--- config.mk ---
export PLATFORM = sky130hd
export DESIGN_NAME = instruction_fetch_controller
export DESIGN_NICKNAME = d
export VERILOG_FILES = /design/src/rtl/fetch_pkg.sv /design/src/rtl/instruction_fetch_controller.sv
export SDC_FILE = /design/constraint.sdc
export NUM_CORES = 1
export LEC_CHECK = 0
export ABC_CLOCK_PERIOD_IN_PS = 1900
export CORE_UTILIZATION = 44
export CTS_CLUSTER_SIZE = 20
export DETAILED_ROUTE_END_ITERATION = 10
export PLACE_DENSITY = 0.92
export SETUP_SLACK_MARGIN = 0.15
export SLEW_MARGIN = 10
export SYNTH_ARGS = -nofsm -noshare
export SYNTH_HDL_FRONTEND = slang
export SYNTH_SLANG_ARGS = --single-unit
--- constraint.sdc ---
create_clock -name clk -period 1.9 [get_ports clk]
set_input_delay 0.38 -clock clk [delete_from_list [all_inputs] [get_ports clk]]
set_output_delay 0.38 -clock clk [all_outputs]
set_load 0.05 [all_outputs]
--- src/rtl/fetch_pkg.sv ---
// Shared types and widths for the instruction fetch controller.
package fetch_pkg;

    localparam int unsigned FETCH_CNT_W = 16;

    typedef enum logic [1:0] {
        FETCH_RUN    = 2'd0,
        FETCH_HALTED = 2'd1,
        FETCH_FAULT  = 2'd2
    } fetch_state_e;

endpackage : fetch_pkg

--- src/rtl/instruction_fetch_controller.sv ---
// Instruction fetch controller: owns the PC, drives the combinational
// instruction memory and registers each fetched instruction into a
// valid/ready stage for decode. Handles redirect, halt/resume, debug PC
// writes and sticky misaligned-target faults.
module instruction_fetch_controller
    import fetch_pkg::*;
#(
    parameter int unsigned          I_ADDR_W   = 12,
    parameter int unsigned          INST_W     = 16,
    parameter int unsigned          INST_BYTES = (INST_W + 7) / 8,
    parameter logic [I_ADDR_W-1:0]  RESET_PC   = '0
) (
    input  logic                    clk,
    input  logic                    rst,
    output logic [I_ADDR_W-1:0]     imem_addr,
    input  logic [INST_W-1:0]       imem_instruction,
    input  logic                    debug_enable,
    output logic                    out_valid,
    input  logic                    out_ready,
    output logic [INST_W-1:0]       out_instr,
    output logic [I_ADDR_W-1:0]     out_pc,
    input  logic                    redirect_valid,
    input  logic [I_ADDR_W-1:0]     redirect_target,
    input  logic                    halt_req,
    input  logic                    resume,
    input  logic                    dbg_pc_we,
    input  logic [I_ADDR_W-1:0]     dbg_pc_wdata,
    output logic                    halted,
    output logic                    fault,
    output logic [FETCH_CNT_W-1:0]  fetch_count
);

    fetch_state_e               state, state_n;
    logic [I_ADDR_W-1:0]        pc, pc_n;
    logic                       out_valid_n;
    logic [INST_W-1:0]          out_instr_n;
    logic [I_ADDR_W-1:0]        out_pc_n;
    logic                       fault_n;
    logic [FETCH_CNT_W-1:0]     fetch_count_n;

    logic                       transfer_c;
    logic                       target_aligned_c;
    logic                       can_accept_c;

    // Fetch address is the PC itself; halted reflects a fully drained halt.
    assign imem_addr = pc;
    assign halted    = (state == FETCH_HALTED) && !out_valid;

    // Handshake and alignment helpers.
    always_comb begin
        transfer_c       = out_valid && out_ready;
        can_accept_c     = !out_valid || out_ready;
        target_aligned_c = ((32'(redirect_target) % INST_BYTES) == 32'd0);
    end

    // Next-state, PC and output-stage logic.
    always_comb begin
        state_n       = state;
        pc_n          = pc;
        out_instr_n   = out_instr;
        out_pc_n      = out_pc;
        fault_n       = fault;
        out_valid_n   = out_valid && !transfer_c;
        fetch_count_n = fetch_count + FETCH_CNT_W'(transfer_c);

        unique case (state)
            FETCH_RUN: begin
                if (redirect_valid) begin
                    out_valid_n = 1'b0;
                    if (target_aligned_c) begin
                        pc_n = redirect_target;
                    end else begin
                        state_n = FETCH_FAULT;
                        fault_n = 1'b1;
                    end
                end else if (halt_req) begin
                    state_n = FETCH_HALTED;
                end else if (!debug_enable && can_accept_c) begin
                    out_instr_n = imem_instruction;
                    out_pc_n    = pc;
                    out_valid_n = 1'b1;
                    pc_n        = pc + I_ADDR_W'(INST_BYTES);
                end
            end
            FETCH_HALTED: begin
                if (redirect_valid) begin
                    out_valid_n = 1'b0;
                    if (target_aligned_c) begin
                        pc_n = redirect_target;
                    end else begin
                        state_n = FETCH_FAULT;
                        fault_n = 1'b1;
                    end
                end else begin
                    if (dbg_pc_we) begin
                        pc_n = dbg_pc_wdata;
                    end
                    if (resume && !halt_req) begin
                        state_n = FETCH_RUN;
                    end
                end
            end
            FETCH_FAULT: begin
                state_n = FETCH_FAULT;
            end
            default: begin
                state_n = FETCH_FAULT;
                fault_n = 1'b1;
            end
        endcase
    end

    // State and output registers with synchronous reset.
    always_ff @(posedge clk) begin
        if (rst) begin
            state       <= FETCH_RUN;
            pc          <= RESET_PC;
            out_valid   <= 1'b0;
            out_instr   <= '0;
            out_pc      <= '0;
            fault       <= 1'b0;
            fetch_count <= '0;
        end else begin
            state       <= state_n;
            pc          <= pc_n;
            out_valid   <= out_valid_n;
            out_instr   <= out_instr_n;
            out_pc      <= out_pc_n;
            fault       <= fault_n;
            fetch_count <= fetch_count_n;
        end
    end

endmodule : instruction_fetch_controller

# After elaboration in Yosys (flattened, before gate mapping)
# Cells that the tools add are included.
# word_totals
regBits	60
latchBits	0
ram_bits	0
rom_bits	0
input_bits	48
out_inout_bits	59
n_memories	0
# classes
addsub	2
n_mul	0
div	0
magnitude_cmp	0
n_eq_ne	9
n_shift	0
mux	21
bitwise	3
reduce_logical	18
# op_table
cell	count
two-way mux 12 bit	6
logical NOT 32 bit	1
one-hot mux 12 bit (2 select lines)	1
adder 16 x 1 -> 16 bit	1
adder 12 x 2 -> 12 bit (second input constant)	1
!= test 3 bit (second input constant)	4
two-way mux 2 bit	5
AND reduction 4 bit	2
two-way mux 1 bit	6
logical AND 1 bit	5
logical NOT 1 bit	4
one-hot mux 1 bit (2 select lines)	2
one-hot mux 2 bit (2 select lines)	1
!= test 3 x 2 -> 1 bit (second input constant)	1
inverter 1 bit	3
AND reduction 3 bit	1
== test 2 x 1 -> 1 bit (second input constant)	1
== test 2 bit (second input constant)	1
logical NOT 2 bit	1
!= test 2 x 1 -> 1 bit (second input constant)	1
!= test 2 bit (second input constant)	1
AND reduction 2 bit	1
nonzero test 2 bit	1
OR reduction 2 bit	1
logical OR 1 bit	1

# Depth between registers and ports, before layout
# depth
depth_word	7
ltp_mapped	8
mapped_depth_nobuf	7

# Worst setup path after synthesis
# Ideal clock, no wire load.
# synth_path
path_kind	register to register
startpoint	register out_valid
endpoint	register fetch_count[14]
setup_ps	128
arrival_ps	1828
required_ps	1772
path_slack_ps	-56
stages_incl_launch_ff	9
period_less_slack_ps	1956
cell_sequence	dfxtp_1 and2_1 ha_1 ha_1 and3_1 clkbuf_1 nand4_1 xor2_1 nor2_1
# synth_between
elab_chain_cells	2
# synth_rtl
element	line_no	source
start, declared	instruction_fetch_controller.sv:18	output logic out_valid,
start signal, assigned	instruction_fetch_controller.sv:126	out_valid <= out_valid_n;
logical AND 1 bit	instruction_fetch_controller.sv:51	transfer_c = out_valid && out_ready;
adder 16 x 1 -> 16 bit	instruction_fetch_controller.sv:64	fetch_count_n = fetch_count + FETCH_CNT_W'(transfer_c);
end signal, assigned	instruction_fetch_controller.sv:130	fetch_count <= fetch_count_n;
end, declared	instruction_fetch_controller.sv:30	output logic [FETCH_CNT_W-1:0] fetch_count
# Every way passes these cells.
# A chain may end at the register's enable or synchronous reset.

# Worst setup path in the final report
# layout_path
startpoint	register state[1]
endpoint	output port halted
# layout_between
elab_chain_cells	2
# layout_rtl
element	line_no	source
start, declared	instruction_fetch_controller.sv:33	fetch_state_e state, state_n;
start signal, assigned	instruction_fetch_controller.sv:124	state <= state_n;
== test 2 x 1 -> 1 bit	instruction_fetch_controller.sv:47	assign halted = (state == FETCH_HALTED) && !out_valid;
logical AND 1 bit	instruction_fetch_controller.sv:47	
end, declared	instruction_fetch_controller.sv:28	output logic halted,
# Every way passes these cells.

==> results.ini <==
[run_status]
status = complete, no violations

[worst_setup_path]
critical_path.endpoint = halted
cp.required_ps = 1520
rr_startpoint = state[1]$_SDFFE_PP0P_
worstSetupStartpointType = flop
path_cells = nand2b_4, nor2_1, buf_12
critPathKind = flop to output port
cp_num_buf_inv = 1
reg2reg_to = imem_addr[8]$_SDFFE_PP0P_
crit_family = simple AND/OR/NAND/NOR gates
cp-end-kind = output port
max_stage_delay_ps = 390
crit_start = state[1]$_SDFFE_PP0P_
r2r_slack_ps = 260
cpMaxStageDelayCell = dfxtp_2
cp_max_fo = 10
critical_path_depth = 3
crit_arrival_ps = 1330
r2r_cells = 7

[pwr]
irDropWorstVdd_uv = 556
powerDensity_nw_per_um2 = 717
sw_frac_of_total = 0.278
internal-power_mw = 2.12
p_comb_frac = 0.187
power.leakage_nw = 1.75
seqPwrFrac = 0.459
p_clk_frac = 0.354
p_switching_mw = 0.814

[sta]
max_freq_mhz = 583
finalSetupViolations = 0
worst_slack_ps = 185
fin_crit_sh = 0.902
rsz0062_at_grt = yes
hold_viol_final = 0
relSlewSlack = 0.658
worst-slew-pin-transition_ps = 515
slew_viol_final = 0
fin_crit_ps = 1710
hold_ws_ps = 451
finalClockSkew_ps = 4.68

[clock_tree]
clk_latency_ps = 330
cts-root-buf = clkbuf_8
cts_buffers = 9
cts_hold_buffers = 0
clk_pin_slew_worst_paths_ps = 60
cts_tree = yes
cts_sinks = 60
htreeDepth = 3
clockBufferDepth = 2

[flow_run]
cap_violations = 0

[placed_design]
dp_slack_ps = -133
dpl_cell_area_um2 = 3920
gp_congestion = 0.901
io_buffers = 106
hpwl_mm = 5.57

[route]
antenna_left = 0
drc = 0
wirelength_mm = 7.89
wl_per_cell_um = 14.7
vias = 2909
avgViaCountPerCell = 5.42
dr.pass1.iters = 5
drt_iter0_drc = 262

[logic_synthesis]
synth.distinct_cells = 40
syn_inst = 338
synth-compound-area-share = 0.177
synth_area_leaders = dfxtp_1 44%, nand2_1 9.8%, a21oi_1 8.2%
yosys.area.top_type_share = 0.437
synth_common_cells = 72 x nand2_1, 60 x dfxtp_1, 45 x a21oi_1
ys_warn_count = 0
synth-simple-area-share = 0.243
synthMuxAreaShare = 0.0327
synth_ff_type = dfxtp_1
synth-seq-area-share = 0.437
synth_nets = 389
synth_edf_count = 0
synth_async_sr_flop_share = 0
avgSynthCellArea_um2 = 8.14
synth_area_leader_cell = dfxtp_1
synthXorXnorAreaFrac = 0.0477
synthAdderAreaFrac = 0.0136
syn_area_um2 = 2750
yosysMostFrequentCell = nand2_1
synth_top_family_by_area = simple AND/OR/NAND/NOR gates
yosys_register_bits = 60

[global_routing]
grtUsageTotal = 0.246
first_global_vias = 2674
antenna_found_initial = 0
grt_max_degree = 35
grt_pass1_wl_mm = 12.2
grt-ovfl-total = 0

[die]
die_h_um = 81.1
core_um2 = 5990
ioPinCount = 107
die_w_um = 81.1
rows = 28
start_util = 0.459
dieArea_um2 = 6570

[finish]
areaGrowthSynthToFinish_pct = 48.6
antenna_cells = 0
layout-drive-gt1-share = 0.173
design_area_um2 = 4090
nets = 508
fillerInstances = 497

[min_path]
hold_class = flop to flop

## power by group through the flow
stage	clock network (mW)	logic (mW)	registers [mW]
final	1.04	0.548	1.34
after global routing	1.13	0.586	1.35
after CTS	1.06	0.540	1.34
after detailed placement	0	0.546	1.37
after global placement	0	0.533	1.37
after floorplan	0	0.196	1.48
## layout make-up
cell class,instances,area [µm²],area share
repair buffers,129,1160,0.283
inverters,4,15.0,0.00367
multi-input cells,253,1430,0.349
well taps,75,93.8,0.0230
clock inverters,1,5.00,0.00122
clock buffers,15,176,0.0432
flip-flops and latches,60,1210,0.296
## timing repair
item	in CTS	in global routing
endpoints found under the setup margin	34	39
pin swaps	0	1
buffers inserted	0	1
resized for setup	34	5
## sequential cells by signal (all words and copies together), names as in the netlist
| register | cells |
|---|---|
| fetch_count | 16 |
| out_instr | 16 |
| imem_addr | 12 |
| out_pc | 12 |
| state | 2 |
| fault | 1 |
| out_valid | 1 |
## worst reg2reg max path, stage by stage (launching register included)
cell       delay [ps]
dfxtp_2           390
nor4_4            280
buf_4             180
a2bb2oi_1          70
buf_4             180
a21o_1            160
a22oi_1           200
nor2_1             60
## stage by stage
step,power [mW],instances,util,setup TNS (ps)
after floorplan,1.67,338,-,0
after global placement,1.90,520,0.655,-413
after detailed placement,1.91,520,0.655,-3200
after CTS,2.94,536,0.680,0
after global routing,3.06,537,0.682,0
final,2.93,537,0.682,0
## metal layers
layer	global-route usage	vias to the layer above	part of all wire
li1	-	1400	-
met5	0	-	0
met4	0.145	0	0.033
met2	0.392	143	0.47
met1	0.302	1330	0.41
met3	0.0573	36	0.085
## logic make-up (layout without fill, tap and decap cells)
group | after synthesis | in the layout
xor+xnor | 15 | 15
mux | 9 | 9
compound gates | 81 | 81
simple gates | 145 | 145
buf+inv | 25 | 149
flops | 60 | 60
fa+ha+maj | 3 | 3
## cells in the final DEF, fill, tap and decap left out, drive strengths merged, types with 2 or more instances in the layout
cell type / count
buf: 51
and2: 2
clkinv: 2
a211oi: 4
a2bb2oi: 2
inv: 3
nor2b: 5
xnor2: 4
o22ai: 2
clkdlybuf4s50: 46
nor3: 3
nand2: 72
a22oi: 4
and4: 6
clkbuf: 15
nand4: 3
dfxtp: 60
nand2b: 5
a21oi: 47
xor2: 11
and3: 4
dlygate4sd2: 32
nand3: 13
nor2: 30
ha: 3
mux2i: 9
o21ai: 10
o31ai: 3
## how the worst min path moves through the flow
stage | from | to | slack, ps | cells past startpoint
floorplan | imem_instruction[0] | out_instr[0]$_SDFFE_PP0P_ | 520 | 2
global placement | out_instr[7]$_SDFFE_PP0P_ | out_instr[7]$_SDFFE_PP0P_ | 440 | 2
detailed placement | out_instr[12]$_SDFFE_PP0P_ | out_instr[12]$_SDFFE_PP0P_ | 450 | 2
CTS | rst | imem_addr[3]$_SDFFE_PP0P_ | 440 | 2
global route | out_pc[9]$_SDFFE_PP0P_ | out_pc[9]$_SDFFE_PP0P_ | 470 | 2
finish | out_instr[3]$_SDFFE_PP0P_ | out_instr[3]$_SDFFE_PP0P_ | 450 | 2
(Power assumes the default switching activity.)
